==> src/rtl/mc6800_pkg.sv <==
`default_nettype none
// ============================================================================
//  Module   : mc6800_pkg
//  Purpose  : Shared types and constants for the 6800-peripheral bus-cycle
//             controller: cycle state enum, CPU-space function code and the
//             default timing parameters.
//  Ports    : none (package)
//  Revision : 1.0 - initial release
// ============================================================================
package mc6800_pkg;

    // Bus-cycle tracking states
    typedef enum logic [2:0] {
        ST_IDLE   = 3'd0,
        ST_SYNC   = 3'd1,
        ST_ACTIVE = 3'd2,
        ST_AVEC   = 3'd3,
        ST_HOLD   = 3'd4
    } cyc_state_t;

    // Function code of an interrupt-acknowledge (CPU space) cycle
    localparam logic [2:0] FC_CPU_SPACE = 3'b111;

    // Default timing, in MB_CLK cycles / phase numbers
    localparam int E_DIV_DEFAULT        = 10;
    localparam int E_RISE_DEFAULT       = 6;
    localparam int E_FALL_DEFAULT       = 10;
    localparam int VMA_PHASE_DEFAULT    = 2;
    localparam int DTACK_PHASE_DEFAULT  = 8;
    localparam int TIMEOUT_CLKS_DEFAULT = 64;

endpackage
`default_nettype wire

==> src/rtl/mc6800_e_phase_gen.sv <==
`default_nettype none
// ============================================================================
//  Module   : mc6800_e_phase_gen
//  Purpose  : Free-running E-clock phase counter. Counts 0..E_DIV-1, exposes
//             the phase that will be loaded at the coming edge (phase_next)
//             and a registered E clock that is high for E_RISE <= P < E_FALL.
//  Ports    : clk        in   clock (MB_CLK)
//             rst        in   synchronous active-high reset
//             phase      out  current phase P
//             phase_next out  value P takes at the coming edge
//             e_clk      out  registered E clock
//  Revision : 1.0 - initial release
// ============================================================================
module mc6800_e_phase_gen #(
    parameter int E_DIV  = 10,
    parameter int E_RISE = 6,
    parameter int E_FALL = 10,
    parameter int PW     = $clog2(E_DIV)
) (
    input  logic          clk,
    input  logic          rst,
    output logic [PW-1:0] phase,
    output logic [PW-1:0] phase_next,
    output logic          e_clk
);

    localparam logic [PW-1:0] C_LAST = PW'(E_DIV - 1);
    // One extra bit so E_FALL == E_DIV stays representable for any E_DIV
    localparam logic [PW:0]   C_RISE = (PW+1)'(E_RISE);
    localparam logic [PW:0]   C_FALL = (PW+1)'(E_FALL);

    logic [PW-1:0] r_phase;
    logic          r_e_clk;
    logic [PW:0]   w_next_ext;

    assign phase_next = (r_phase == C_LAST) ? '0 : r_phase + PW'(1);
    assign w_next_ext = {1'b0, phase_next};

    // E is registered from phase_next so it is aligned with the P it describes
    always_ff @(posedge clk) begin
        if (rst) begin
            r_phase <= '0;
            r_e_clk <= 1'b0;
        end else begin
            r_phase <= phase_next;
            r_e_clk <= (w_next_ext >= C_RISE) && (w_next_ext < C_FALL);
        end
    end

    assign phase = r_phase;
    assign e_clk = r_e_clk;

endmodule
`default_nettype wire

==> src/rtl/mc6800_cycle_ctrl.sv <==
`default_nettype none
// ============================================================================
//  Module   : mc6800_cycle_ctrl
//  Purpose  : 6800-peripheral bus-cycle controller. Generates E from MB_CLK,
//             tracks VPA-terminated cycles, drives VMA and the card-side
//             DTACK, terminates CPU-space VPA cycles without VMA and, when
//             MC6800_BERR_TIMEOUT_EN is defined, flags hung cycles with BERR.
//  Ports    : MB_CLK       in   sole clock, rising edge
//             RESET        in   synchronous active-high reset
//             CPU_AS       in   address strobe, active-low
//             CPU_FC[2:0]  in   function code (3'b111 = CPU space)
//             MB_VPA       in   valid peripheral address, active-low
//             MB_DTACK     in   motherboard DTACK, active-low (watchdog only)
//             MB_E_CLK     out  E clock
//             MB_VMA       out  valid memory address, active-low
//             MC6800_DTACK out  cycle termination to CPU, active-low
//             CPU_BERR     out  bus error, active-low
//             E_PHASE      out  current E phase
//  Macro    : MC6800_BERR_TIMEOUT_EN - enables the watchdog / CPU_BERR
//  Revision : 1.0 - initial release
// ============================================================================
module mc6800_cycle_ctrl
    import mc6800_pkg::*;
#(
    parameter int E_DIV        = E_DIV_DEFAULT,
    parameter int E_RISE       = E_RISE_DEFAULT,
    parameter int E_FALL       = E_FALL_DEFAULT,
    parameter int VMA_PHASE    = VMA_PHASE_DEFAULT,
    parameter int DTACK_PHASE  = DTACK_PHASE_DEFAULT,
    parameter int TIMEOUT_CLKS = TIMEOUT_CLKS_DEFAULT
) (
    input  logic                     MB_CLK,
    input  logic                     RESET,
    input  logic                     CPU_AS,
    input  logic [2:0]               CPU_FC,
    input  logic                     MB_VPA,
    input  logic                     MB_DTACK,
    output logic                     MB_E_CLK,
    output logic                     MB_VMA,
    output logic                     MC6800_DTACK,
    output logic                     CPU_BERR,
    output logic [$clog2(E_DIV)-1:0] E_PHASE
);

    localparam int            PW      = $clog2(E_DIV);
    localparam logic [PW-1:0] C_VMA   = PW'(VMA_PHASE);
    localparam logic [PW-1:0] C_DTACK = PW'(DTACK_PHASE);

    logic [PW-1:0] w_p_next;
    cyc_state_t    r_state, w_state_next;
    logic          r_vma, w_vma_next;
    logic          r_dtack, w_dtack_next;

    mc6800_e_phase_gen #(
        .E_DIV  (E_DIV),
        .E_RISE (E_RISE),
        .E_FALL (E_FALL),
        .PW     (PW)
    ) u_phase (
        .clk        (MB_CLK),
        .rst        (RESET),
        .phase      (E_PHASE),
        .phase_next (w_p_next),
        .e_clk      (MB_E_CLK)
    );

    always_ff @(posedge MB_CLK) begin
        if (RESET) begin
            r_state <= ST_IDLE;
            r_vma   <= 1'b1;
            r_dtack <= 1'b1;
        end else begin
            r_state <= w_state_next;
            r_vma   <= w_vma_next;
            r_dtack <= w_dtack_next;
        end
    end

    // All phase decisions look at w_p_next so the registered outputs change
    // exactly on the edge that enters the named phase.
    always_comb begin
        w_state_next = r_state;
        w_vma_next   = r_vma;
        w_dtack_next = r_dtack;
        if (CPU_AS) begin
            // AS negation aborts/ends any cycle and releases both strobes
            w_state_next = ST_IDLE;
            w_vma_next   = 1'b1;
            w_dtack_next = 1'b1;
        end else begin
            case (r_state)
                ST_IDLE: begin
                    if (!MB_VPA) begin
                        if (CPU_FC == FC_CPU_SPACE) begin
                            w_state_next = ST_AVEC;
                        end else if (w_p_next == C_VMA) begin
                            w_state_next = ST_ACTIVE;
                            w_vma_next   = 1'b0;
                        end else begin
                            w_state_next = ST_SYNC;
                        end
                    end
                end
                ST_SYNC: begin
                    if (w_p_next == C_VMA) begin
                        w_state_next = ST_ACTIVE;
                        w_vma_next   = 1'b0;
                    end
                end
                ST_ACTIVE: begin
                    if (w_p_next == C_DTACK) begin
                        w_dtack_next = 1'b0;
                    end
                    if (w_p_next == '0) begin
                        w_vma_next   = 1'b1;
                        w_state_next = ST_HOLD;
                    end
                end
                ST_AVEC: begin
                    if (w_p_next == C_DTACK) begin
                        w_dtack_next = 1'b0;
                        w_state_next = ST_HOLD;
                    end
                end
                ST_HOLD: begin
                    // DTACK stays asserted until AS is released
                end
                default: begin
                    w_state_next = ST_IDLE;
                    w_vma_next   = 1'b1;
                    w_dtack_next = 1'b1;
                end
            endcase
        end
    end

    assign MB_VMA       = r_vma;
    assign MC6800_DTACK = r_dtack;

`ifdef MC6800_BERR_TIMEOUT_EN
    localparam int            CW        = $clog2(TIMEOUT_CLKS + 1);
    localparam logic [CW-1:0] C_TIMEOUT = CW'(TIMEOUT_CLKS);

    logic [CW-1:0] r_wd_cnt, w_wd_next;
    logic          r_berr;

    // Counts only while nobody is terminating the cycle; saturates so BERR
    // holds until AS is released.
    always_comb begin
        w_wd_next = r_wd_cnt;
        if (CPU_AS) begin
            w_wd_next = '0;
        end else if (MB_DTACK && r_dtack && (r_wd_cnt != C_TIMEOUT)) begin
            w_wd_next = r_wd_cnt + CW'(1);
        end
    end

    always_ff @(posedge MB_CLK) begin
        if (RESET) begin
            r_wd_cnt <= '0;
            r_berr   <= 1'b1;
        end else begin
            r_wd_cnt <= w_wd_next;
            r_berr   <= (w_wd_next != C_TIMEOUT);
        end
    end

    assign CPU_BERR = r_berr;
`else
    logic w_unused_cfg;
    assign w_unused_cfg = MB_DTACK ^ (TIMEOUT_CLKS >= 2 * E_DIV);
    assign CPU_BERR     = 1'b1;
`endif

endmodule
`default_nettype wire
==> config.mk <==
export PLATFORM = sky130hd
export DESIGN_NAME = mc6800_cycle_ctrl
export DESIGN_NICKNAME = d
export VERILOG_FILES = /design/src/rtl/mc6800_pkg.sv /design/src/rtl/mc6800_e_phase_gen.sv /design/src/rtl/mc6800_cycle_ctrl.sv
export SDC_FILE = /design/constraint.sdc
export NUM_CORES = 1
export LEC_CHECK = 0
export BUFFER_PORTS_ARGS = -buffer_cell sky130_fd_sc_hd__buf_2
export CORE_MARGIN = 2
export CORE_UTILIZATION = 40
export CTS_CLUSTER_DIAMETER = 100
export DETAILED_ROUTE_END_ITERATION = 10
export SETUP_SLACK_MARGIN = 0.2
export SYNTH_ARGS = -nofsm -noshare
export SYNTH_HDL_FRONTEND = slang
export SYNTH_SLANG_ARGS = --single-unit
==> constraint.sdc <==
create_clock -name MB_CLK -period 1.72 [get_ports MB_CLK]
set_input_delay 0.258 -clock MB_CLK [delete_from_list [all_inputs] [get_ports MB_CLK]]
set_output_delay 0.258 -clock MB_CLK [all_outputs]
set_load 0.01 [all_outputs]
### Yosys cells after proc, flatten, opt, wreduce, memory -nomap -nowiden

Index checks and enable logic that the tools add are counted.

| operators by class | value |
|---|---|
| $add $sub $neg | 1 |
| multipliers | 0 |
| div/mod/pow operators | 0 |
| order comparisons | 2 |
| equal/unequal tests | 14 |
| shifts and indexed selects | 0 |
| mux-type cells | 15 |
| bitwise operators | 3 |
| reduce and logical (&&, ||, !) cells | 10 |

Operators by type and width:

| operator | count |
|---|---|
| $pmux 3 s5 | 1 |
| $mux 3 | 4 |
| $ne 2x2->1 const B | 5 |
| $eq 4x4->1 const B | 2 |
| $eq 3x2->1 const B | 2 |
| $eq 3x3->1 const B | 2 |
| $reduce_or 2->1 | 3 |
| $mux 1 | 5 |
| $reduce_and 5->1 | 1 |
| $add 4x1->4 const B | 1 |
| $eq 4x2->1 const B | 1 |
| $ge 4x3->1 const B | 1 |
| $logic_not 4->1 | 1 |
| $lt 4x4->1 const B | 1 |
| $mux 2 | 2 |
| $mux 4 | 1 |
| $pmux 1 s4 | 1 |
| $reduce_and 4->1 | 1 |
| $eq 3x1->1 const B | 1 |
| $logic_not 3->1 | 1 |
| $not 1->1 | 3 |
| $reduce_or 3->1 | 1 |
| $ne 2x1->1 const B | 1 |
| $pmux 1 s2 | 1 |
| 2 further kinds | 2 |

| storage, ports and cells | value |
|---|---|
| bits in registers | 10 |
| latch bits | 0 |
| RAM bits | 0 |
| memory bits (read-only) | 0 |
| input port bits | 8 |
| output and inout bits | 8 |
| logic and storage cells | 50 |
| memories | 0 |

### Depth between registers and ports, before layout

Gate-level depths: netlist of run 1.

| depth | value |
|---|---|
| word-level depth | 7 |
| mapped depth | 4 |
| depth with buffers taken out | 3 |

### By module

From an unflattened synthesis of run 1, not the netlist that was laid out.

| unflattened totals | value |
|---|---|
| cell total of the unflattened synthesis | 72 |
| area total of the unflattened synthesis | 573.0 µm² |

Modules (own cells, without submodules):

| module | instances | cells an instance | area each (µm²) |
|---|---|---|---|
| mc6800_cycle_ctrl | 1 | 47 | 357.8 |
| mc6800_e_phase_gen | 1 | 25 | 215.2 |

### Worst setup path before layout of run 1

No wires, ideal clock.

| timing | value |
|---|---|
| path type | register -> register |
| start point | register u_phase.r_phase[1], in the netlist u_phase.phase[1] |
| end point | register r_vma, in the netlist MB_VMA |
| setup time | 122 ps |
| arrival | 1158 ps |
| slack | 440 ps |
| cell stages (with the launch flop) | 5 |
| path buffers | 1 |
| period minus slack after synthesis | 1280 ps |
| cell sequence | dfxtp_1 buf_6 nor4b_4 o311ai_1 a221o_1 |

| on the way | value |
|---|---|
| word-level cells in the longest chain between the ends | 7 |
| elaborated cells between the ends (all ways) | 11 |

Ends and longest elaborated chain:

| item | RTL line | source |
|---|---|---|
| from (decl) | mc6800_e_phase_gen.sv:32 | `logic [PW-1:0] r_phase;` |
| from (signal assigned) | mc6800_e_phase_gen.sv:45 | `r_phase <= phase_next;` |
| $add 4x1->4 / $eq 4x4->1 (equally long branches) | mc6800_e_phase_gen.sv:36 | `assign phase_next = (r_phase == C_LAST) ? '0 : r_phase + PW'(1);` |
| $mux 4 * | mc6800_e_phase_gen.sv:36 |  |
| $eq 4x2->1 | mc6800_cycle_ctrl.sv:96, mc6800_cycle_ctrl.sv:105 |  |
| $mux 1 (3 in series) | n/a |  |
| $pmux 1 s4 | n/a |  |
| to (signal assigned) | mc6800_cycle_ctrl.sv:74 | `r_vma <= w_vma_next;` |
| to (decl) | mc6800_cycle_ctrl.sv:51 | `logic r_vma, w_vma_next;` |

Mark *: on every way between the ends. The rest lies on a longest branch, timed or not. The select of a mux whose other input is x is not followed.
A chain may end at the register's enable or synchronous reset.

### Worst setup path in the final report of run 1

| timing | value |
|---|---|
| start point | register u_phase.r_phase[0], in the netlist u_phase.phase[0] |
| end point | register r_vma, in the netlist MB_VMA |

The elaborated chain is that of the path after synthesis.

==> results of run 1 <==
==> per-layer routing <==
metal,track usage,up-vias
li1,-,250
met1,0.157,218
met2,0.250,13
met3,0.0978,0
met4,0.0250,0
met5,0,-
==> synth_stat cells <==
| library cell | instances |
|---|---|
| dfxtp_1 | 10 |
| nor2_1 | 8 |
| nand2_1 | 4 |
| o21ai_0 | 4 |
| inv_1 | 3 |
| nand2b_1 | 3 |
| a21oi_1 | 2 |
| a32o_1 | 2 |
| buf_4 | 2 |
| xor2_1 | 2 |
| a221o_1 | 1 |
| a2bb2oi_1 | 1 |
| a311oi_1 | 1 |
| and2b_2 | 1 |
| and3_1 | 1 |
| and3b_1 | 1 |
| and4b_1 | 1 |
| buf_2 | 1 |
| buf_6 | 1 |
| clkbuf_1 | 1 |
| conb_1 | 1 |
| nand3b_1 | 1 |
| nand4b_1 | 1 |
| nor2b_1 | 1 |
| nor3_1 | 1 |
| nor4b_4 | 1 |
| o2111ai_1 | 1 |
| o22ai_1 | 1 |
| o2bb2ai_1 | 1 |
| o311ai_1 | 1 |
| o41ai_1 | 1 |
| or3_2 | 1 |
==> layout make-up <==
cell class                      instances  area, um2
Clock buffer                            3       22.5
Fill cell                             132        671
Inverter                                3       11.3
Multi-Input combinational cell         44        297
Sequential cell                        10        200
Tap cell                               15       18.8
Timing Repair Buffer                   13       65.1
==> flip-flops by register name, summed over array words and instances (netlist names) <==
name	count
MB_VMA	1
MC6800_DTACK	1
r_state	3
u_phase.e_clk	1
u_phase.phase	4
==> power by group through the flow <==
stage          Combinational (mW)  Clock [mW]  Sequential [mW]
4_1_cts                    0.0590       0.165            0.258
2_1_floorplan              0.0543           0            0.255
6_report                   0.0581       0.159            0.258
5_1_grt                    0.0655       0.171            0.261
3_5_place_dp               0.0586           0            0.263
3_3_place_gp               0.0578           0            0.264
==> worst reg2reg max path: stages, from the launching register on <==
cell and delay, ps:
dfxtp_1 480, nor4b_4 310, o311ai_1 150, a221o_1 310
==> cell families (layout without fill, tap and decap cells) <==
| group | count (synthesis) | after routing | synth area share |
|---|---|---|---|
| xor gates and xnor gates | 2 | 2 | 0.0323 |
| AOI/OAI and AO/OA | 16 | 16 | 0.219 |
| other | 1 | 1 | 0.00691 |
| DFF | 10 | 10 | 0.369 |
| buffers and inverters | 8 | 19 | 0.0852 |
| and+or+nand+nor | 25 | 25 | 0.288 |
==> final timing paths <==
path	depth (start not counted)	slack, ps	start	endpoint
worst max-delay path	3	370	u_phase.phase[0]$_SDFF_PP0_	MB_VMA$_SDFFE_PP1P_
worst min register to register	1	490	MB_VMA$_SDFFE_PP1P_	MB_VMA$_SDFFE_PP1P_
worst min-delay path	2	230	CPU_AS	r_state[1]$_SDFFE_PP0P_
worst max register to register	3	370	u_phase.phase[0]$_SDFF_PP0_	MB_VMA$_SDFFE_PP1P_
==> out/results.tsv, run 1 <==
metric	value	unit
status	completed	
synth_cell_types	32	
ys_seq_area_frac	0.369	
cp_max_fo	10	
max_clock_freq	739	MHz
cts-root-buf	clkbuf_4	
cts_buffer_depth	2	
place_hpwl	746	um
io_buffers	13	
first_pass_iters	4	
grt_max_degree	12	
gr-total-overflow	0	
globalplace.congestion	0.726	
detail_route.vias_per_cell	5.47	
period_share	0.787	
design_area	614	um2
wirelength_met1	465	um
cts_buffers	3	
netSwitchingPower	125	uW
met3_length	64	um
yosysTopAreaCell	dfxtp_1	
antenna_found_initial	0	
timing.hold.ws	228	ps
setup_ws	366	ps
final_nets	83	
period_needed	1350	ps
crit_chain	nor4b_4, o311ai_1, a221o_1	
yosysTopAreaCellShare	0.369	
critPathMaxStageDelay	480	ps
synth_area	543	um2
cts_tree	yes	
num_vias	481	
dr.first_iter.drc_count	12	
place_ws	357	ps
synth_cells	62	
placeableCoreArea	1280	um2
worstPathRequired	1870	ps
setup_viol	0	
pin_count	16	
fp-row-count	13	
p_seq_frac	0.543	
crit_family	flip-flops	
dr_wl_met2	457	um
drive_above_1_share	0.260	
syn_nets	70	
cap_viol_max_count	0	
p_total	475	uW
final_util	0.478	
power_leakage	0.266	nW
fin_cells	88	
cp-end-kind	register	
highest_layer	met3	
drc	0	
ant_nets	0	
cp.arrival	1500	ps
placed_area	592	um2
cts_sinks	10	
clock_skew	6.64	ps
syn_area_per_cell	8.76	um2
pwr_density_cell	774	nW/um2
hold_class	input port to register	
fp.dieW	40.8	um
grt_usage	0.150	
synth_warnings	0	
grt_first_pass_wirelength	1580	um
clock_latency	260	ps
slowest_stage	dfxtp_1	
wl_per_cell	11.2	um
cp-start-kind	register	
cts_resized	0	
tns	0	ps
wl	987	um
power_frac_comb	0.122	
cts_setup_buffers	0	
synthTopCellsByArea	dfxtp_1, nor2_1, nor4b_4	
cts.hold.buffers_added	0	
clkPwrFrac	0.334	
rsz0062_at_grt	no	
p_int	351	uW
crit_type	register to register	
die_area	1670	um2
layout_commonest_cell	buf_2	
dieHeight	40.8	um
slew_violations	0	
irDropWorstVdd	0.435	mV
synthToLayoutAreaGrowth	13.1	%
final_cell_mix	buf_2, dfxtp_1, nor2_1	
initial_core_util	0.423	
path_clk_slew	60	ps
insertedDiodeCount	0	
worst-path-buf-inv	0	
placed_cells	85	
cts_max_level	1	
ys_ff_latch	10	
finalHoldViolations	0	
first_global_vias	414	
sw_frac_of_total	0.262	
No activity file was read; power rests on OpenSTA's default activity.
==> run 2: changes to the inputs <==
==> constraint.sdc (replaced) <==
create_clock -name MB_CLK -period 1.42 [get_ports MB_CLK]
set_input_delay 0.213 -clock MB_CLK [delete_from_list [all_inputs] [get_ports MB_CLK]]
set_output_delay 0.213 -clock MB_CLK [all_outputs]
set_load 0.01 [all_outputs]
==> run 2 against run 1 <==
Effect of this change: sequential share of layout area is 0.60 points lower; utilization is 2.7 points higher; critical path type unchanged; count of clock-buffer cells in the layout stayed put; combinational power is 56% higher; clock skew is 4.6 ps lower; fmax is 11% higher; sequential power is 19% higher; global-route usage is 1.1 points higher.
==> out/results.tsv, run 2 (synthesis results as in run 1) <==
metric	value	unit	change
pin_count	16		unchanged
met3_usage	0.0489		-0.0489
drive_above_1_share	0.351		+0.0904
status	completed		
clock_skew	2.09	ps	-4.55 ps
num_vias	507		+5.4%
grt_busiest_layer	met2		
fp-row-count	13		unchanged
tns	0	ps	unchanged
cts.hold.buffers_added	0		unchanged
dr.first_iter.drc_count	35		+23
insertedDiodeCount	0		unchanged
final_cell_mix	buf_2, nor2_1, dfxtp_1		
largest_reg_flops	4		unchanged
power_leakage	0.287	nW	+8.2%
place_hpwl	772	um	+3.4%
period_share	0.858		+0.0710
cts_buffer_depth	2		unchanged
critPathMaxStageDelay	370	ps	-110 ps
cp.arrival	1370	ps	-130 ps
cp-start-kind	register		
use_met1	0.212		+0.0550
dieHeight	40.8	um	unchanged
fill_cells	123		-6.8%
slew_violations	0		unchanged
clock_latency	260	ps	about the same
rsz0062_at_grt	yes		
cts_tree	yes		
cts-root-buf	clkbuf_4		
cp_max_fo	6		-4
fin_cells	92		+4.5%
crit_chain	nor4b_4, o311ai_1, a221o_1		
path_clk_slew	60	ps	about the same
use_met2	0.223		-0.0273
worst-path-buf-inv	0		unchanged
first_global_vias	422		+1.9%
first_pass_iters	4		unchanged
grt_usage	0.161		+0.0111
cts_buffers	3		unchanged
placeableCoreArea	1280	um2	unchanged
wl	1130	um	+14%
detail_route.vias_per_cell	5.51		+0.82%
grt_first_pass_wirelength	1740	um	+10%
cp-end-kind	register		
slowest_stage	dfxtp_4		
worstPathRequired	1570	ps	-300 ps
layout_commonest_cell	buf_2		
crit_family	compound AO/OA/AOI/OAI gates		
max_clock_freq	821	MHz	+11%
synthToLayoutAreaGrowth	19.6	%	
finalHoldViolations	0		unchanged
placed_cells	87		+2.4%
period_needed	1220	ps	-135 ps
ant_nets	0		unchanged
cap_viol_max_count	0		unchanged
wl_per_cell	12.2	um	+9.1%
drc	0		unchanged
cts_sinks	10		unchanged
pwr_density_cell	911	nW/um2	+18%
initial_core_util	0.423		unchanged
fp.dieW	40.8	um	unchanged
gr-total-overflow	0		unchanged
globalplace.congestion	0.771		+6.1%
antenna_found_initial	0		unchanged
final_nets	87		+4.8%
io_buffers	13		unchanged
seq_area	208	um2	+3.7%
setup_viol	0		unchanged
crit_type	register to register		
cts_max_level	1		unchanged
multi_input_area	297	um2	unchanged
die_area	1670	um2	unchanged
setup_ws	201	ps	-165 ps
irDropWorstVdd	0.379	mV	-13%
hold_class	input port to register		
place_ws	118	ps	-239 ps
timing.hold.ws	172	ps	-56.2 ps
grt_max_degree	10		-2
p_total	592	uW	+24%
==> run 2: changes by cell type in the layout (fill, tap and decap cells not counted) <==
cell / change
clkbuf_2: +1
dfxtp_4: +1
dfxtp_2: +3
buf_4: +3
dfxtp_1: -4
==> run 2: timing repair <==
item / 4_1_cts / 5_1_grt
pin swaps: 1 / 0
resized for setup: 2 / 2
buffers inserted: 1 / 1
endpoints found under the hold margin: 0 / 0
setup endpoints to repair: 2 / 5
==> run 2: worst reg2reg max path, delay by kind of cell, from the launching register on <==
kind	cells	cell delay, ps
simple gates	1	280
compound gates	2	450
flops	1	370
==> run 2: cell type report <==
class                      instances  share of cell area
timing repair buffer              17               0.143
clock buffer                       3              0.0347
multi-input combinational         44               0.457
sequential                        10               0.320
tap                               15              0.0289
inverter                           3              0.0173
==> run 2: through the flow <==
step	utilization	instance area (um2)
finish	0.505	649
global route	0.505	649
CTS	0.500	642
detailed placement	0.473	608
global placement	0.473	608
floorplan	-	554
==> run 2: power breakdown <==
part           switching (mW)  total [mW]  leakage (nW)  internal, mW
Clock                  0.0964       0.194        0.0138        0.0979
Combinational          0.0448      0.0906         0.190        0.0459
Sequential             0.0153       0.307        0.0833         0.291
==> run 2: metal layers <==
layer,part of all wire,wire [um],vias up
li1,-,-,253
met1,0.46,522,225
met2,0.44,499,27
met3,0.083,94,2
met4,0.0080,9,0
met5,0,0,-
==> run 2: path summary, 6_finish.rpt <==
path,start,slack (ps),cells after the start,endpoint
worst max-delay path,u_phase.phase[2]$_SDFF_PP0_,200,3,MB_VMA$_SDFFE_PP1P_
worst max register to register,u_phase.phase[2]$_SDFF_PP0_,200,3,MB_VMA$_SDFFE_PP1P_
worst min register to register,MB_VMA$_SDFFE_PP1P_,510,1,MB_VMA$_SDFFE_PP1P_
worst min-delay path,CPU_AS,170,2,r_state[1]$_SDFFE_PP0P_
==> run 3: changes to the inputs <==
--- a/config.mk
+++ b/config.mk
@@ -5,6 +5,7 @@
 export SDC_FILE = /design/constraint.sdc
 export NUM_CORES = 1
 export LEC_CHECK = 0
+export ABC_AREA = 1
 export BUFFER_PORTS_ARGS = -buffer_cell sky130_fd_sc_hd__buf_2
 export CORE_MARGIN = 2
 export CORE_UTILIZATION = 40
==> run 3 against run 2 <==
Effect of this change: clock skew increased by 5.9 ps; largest cell class unchanged; clock power fell by 4%; final cell count up 35%; combinational power is 150% higher; global-route usage rose by 0.39 points; via count grew 28%; die area up 3.7%; routed wire length is 33% higher; worst setup slack worse by 65 ps; sequential power is 4% higher; register-to-register slack lost 60 ps; highest routed layer unchanged; critical path depth up 4.
==> out/results.tsv, run 3 <==
metric	value	unit	change
status	completed		
r2r_end	MC6800_DTACK$_SDFFE_PP1P_		
synth_area	566	um2	+4.1%
layout_commonest_cell	nand2_1		
synth_edf_count	0		unchanged
synthArstFlopShare	0		unchanged
synthTopCellsByArea	dfxtp_1, nand2_1, nor2_1		
rsz0062_at_grt	yes		
grt_max_degree	8		-2
period_needed	1280	ps	+64.8 ps
r2r-start	u_phase.phase[3]$_SDFF_PP0_		
worstPathRequired	1550	ps	-20 ps
finalHoldViolations	0		unchanged
largest_reg_flops	4		unchanged
syn_nets	91		+30%
clock_skew	7.99	ps	+5.90 ps
num_vias	651		+28%
worst-path-buf-inv	4		+4
io_buffers	13		unchanged
reg2reg_setup_slack	140	ps	-60 ps
cts_tree	yes		
cp_max_fo	3		-3
cp.arrival	1410	ps	+40 ps
cts_sinks	10		unchanged
cts_buffers	3		unchanged
globalplace.congestion	0.744		-3.5%
setup_ws	136	ps	-64.8 ps
pwr_density_cell	888	nW/um2	-2.5%
drc	0		unchanged
synth_cells	83		+34%
fp-row-count	13		unchanged
critPathMaxStageDelay	340	ps	-30 ps
place_ws	110	ps	-7.40 ps
max_clock_freq	779	MHz	-5.0%
hold_class	input port to register		
crit_chain	inv_2, nand4_1, buf_4, buf_4, buf_4, o21ai_0, nand3_1		
worstHoldPathCells	2		unchanged
cts_buffer_depth	2		unchanged
worstSetupStartpoint	u_phase.phase[3]$_SDFF_PP0_		
setup_viol	0		unchanged
place_hpwl	942	um	+22%
fill_cells	115		-6.5%
period_share	0.904		+0.0456
whs_endpoint	u_phase.phase[3]$_SDFF_PP0_		
synth_most_common_cell	nand2_1		
drive_above_1_share	0.523		+0.172
slew_violations	0		unchanged
insertedDiodeCount	0		unchanged
synth_cell_types	22		-31%
cts.hold.buffers_added	0		unchanged
cp-start-kind	register		
die_area	1730	um2	+3.7%
path_clk_slew	60	ps	about the same
ys.flop_type	dfxtp_1		
ys_ff_latch	10		unchanged
ys_seq_area_frac	0.354		-0.0147
wl	1490	um	+33%
fp.dieW	41.6	um	+1.8%
dr.first_iter.drc_count	15		-57%
yosysTopAreaCellShare	0.354		-0.0147
placeableCoreArea	1320	um2	+2.5%
worstRegToRegCells	7		+4
use_met1	0.218		+0.00591
first_pass_iters	4		unchanged
first_global_vias	552		+31%
crit_family	buffers and inverters		
grt_usage	0.165		+0.00388
synthToLayoutAreaGrowth	45.8	%	
power_leakage	0.380	nW	+32%
wl_per_cell	12.0	um	-1.6%
dieHeight	41.6	um	+1.8%
gr-total-overflow	0		unchanged
final_cell_mix	nand2_1, buf_2, nor2_1		
initial_core_util	0.429		+0.00666
syn_area_per_cell	6.81	um2	-22%
ant_nets	0		unchanged
use_met2	0.278		+0.0555
cp_common_cell	buf_4		
irDropWorstVdd	0.682	mV	+80%
cap_viol_max_count	0		unchanged
yosysTopAreaCell	dfxtp_1		
clock_latency	260	ps	about the same
synth_warnings	0		unchanged
antenna_found_initial	0		unchanged
slowest_stage	dfxtp_2		
grt_busiest_layer	met2		
cts_max_level	1		unchanged
crit_type	register to register		
final_nets	119		+37%
cp-end-kind	register		
detail_route.vias_per_cell	5.25		-4.7%
cts-root-buf	clkbuf_4		
synth_commonest_cells	nand2_1, nor2_1, dfxtp_1, nand3_1, inv_1		
met3_usage	0.0130		-0.0359
grt_first_pass_wirelength	2260	um	+30%
tns	0	ps	unchanged
hold_path_startpoint	RESET		
pin_count	16		unchanged
[run 3: cell types whose count changed after synthesis, sizes merged, moves of 4 or more]
cell	delta
nand4	+4
nand3	+11
nor2	+8
nand2	+14
inv	+8
[run 3: report_power, final]
group          internal [mW]  switching (mW)  total [mW]
logic                 0.0943           0.132       0.226
clock network         0.0974          0.0882       0.186
registers              0.298          0.0223       0.320
[run 3: per-stage QoR]
| step | std cells | cell area, um2 | power [mW] | hold WS [ps] | utilization |
|---|---|---|---|---|---|
| floorplan | 83 | 567 | 0.460 | 272 | - |
| global placement | 111 | 651 | 0.507 | 436 | 0.494 |
| detailed placement | 111 | 651 | 0.508 | 440 | 0.494 |
| CTS | 120 | 738 | 0.702 | 167 | 0.560 |
| global route | 124 | 825 | 0.781 | 190 | 0.626 |
| finish | 124 | 825 | 0.732 | 186 | 0.626 |
[run 3: how the worst max path moves through the flow]
stage | end | cells after the start
6_report | MC6800_DTACK$_SDFFE_PP1P_ | 7
5_1_grt | r_state[1]$_SDFFE_PP0P_ | 10
4_1_cts | r_state[2]$_SDFFE_PP0P_ | 10
3_5_place_dp | r_state[1]$_SDFFE_PP0P_ | 10
3_3_place_gp | r_state[1]$_SDFFE_PP0P_ | 10
2_1_floorplan | MB_VMA$_SDFFE_PP1P_ | 9
[run 3: worst reg2reg max path, cell delays in order, from the launching register on]
cell and delay, ps:
dfxtp_2 340, inv_2 60, nand4_1 130, buf_4 170, buf_4 120, buf_4 120
o21ai_0 130, nand3_1 90
[run 3: logic make-up (layout without fill, tap and decap cells)]
group                  after synthesis  in the layout  synth area share
other                                1              1           0.00663
and+or+nand+nor                     52             52             0.473
AOI/OAI and AO/OA                    8              8            0.0796
DFF                                 10             10             0.354
buffers and inverters               12             38            0.0863
[run 3: repair_timing]
action,CTS,global route
endpoints found under the setup margin,4,6
buffers inserted,6,4
pin swaps,4,5
gates resized for setup,10,17
[run 3: metal layers]
layer,wire [um],up-vias,part of all wire
met5,0,-,0
met4,42,0,0.028
met3,79,8,0.053
met2,670,26,0.45
met1,701,293,0.47
li1,-,324,-
[run 3: area by class of cell]
| class | count | area [um2] | area share |
|---|---|---|---|
| repair buffers | 24 | 151 | 0.184 |
| clock buffers | 3 | 22.5 | 0.0273 |
| inverters | 11 | 41.3 | 0.0501 |
| well taps | 15 | 18.8 | 0.0228 |
| flip-flops and latches | 10 | 216 | 0.263 |
| multi-input cells | 61 | 374 | 0.454 |
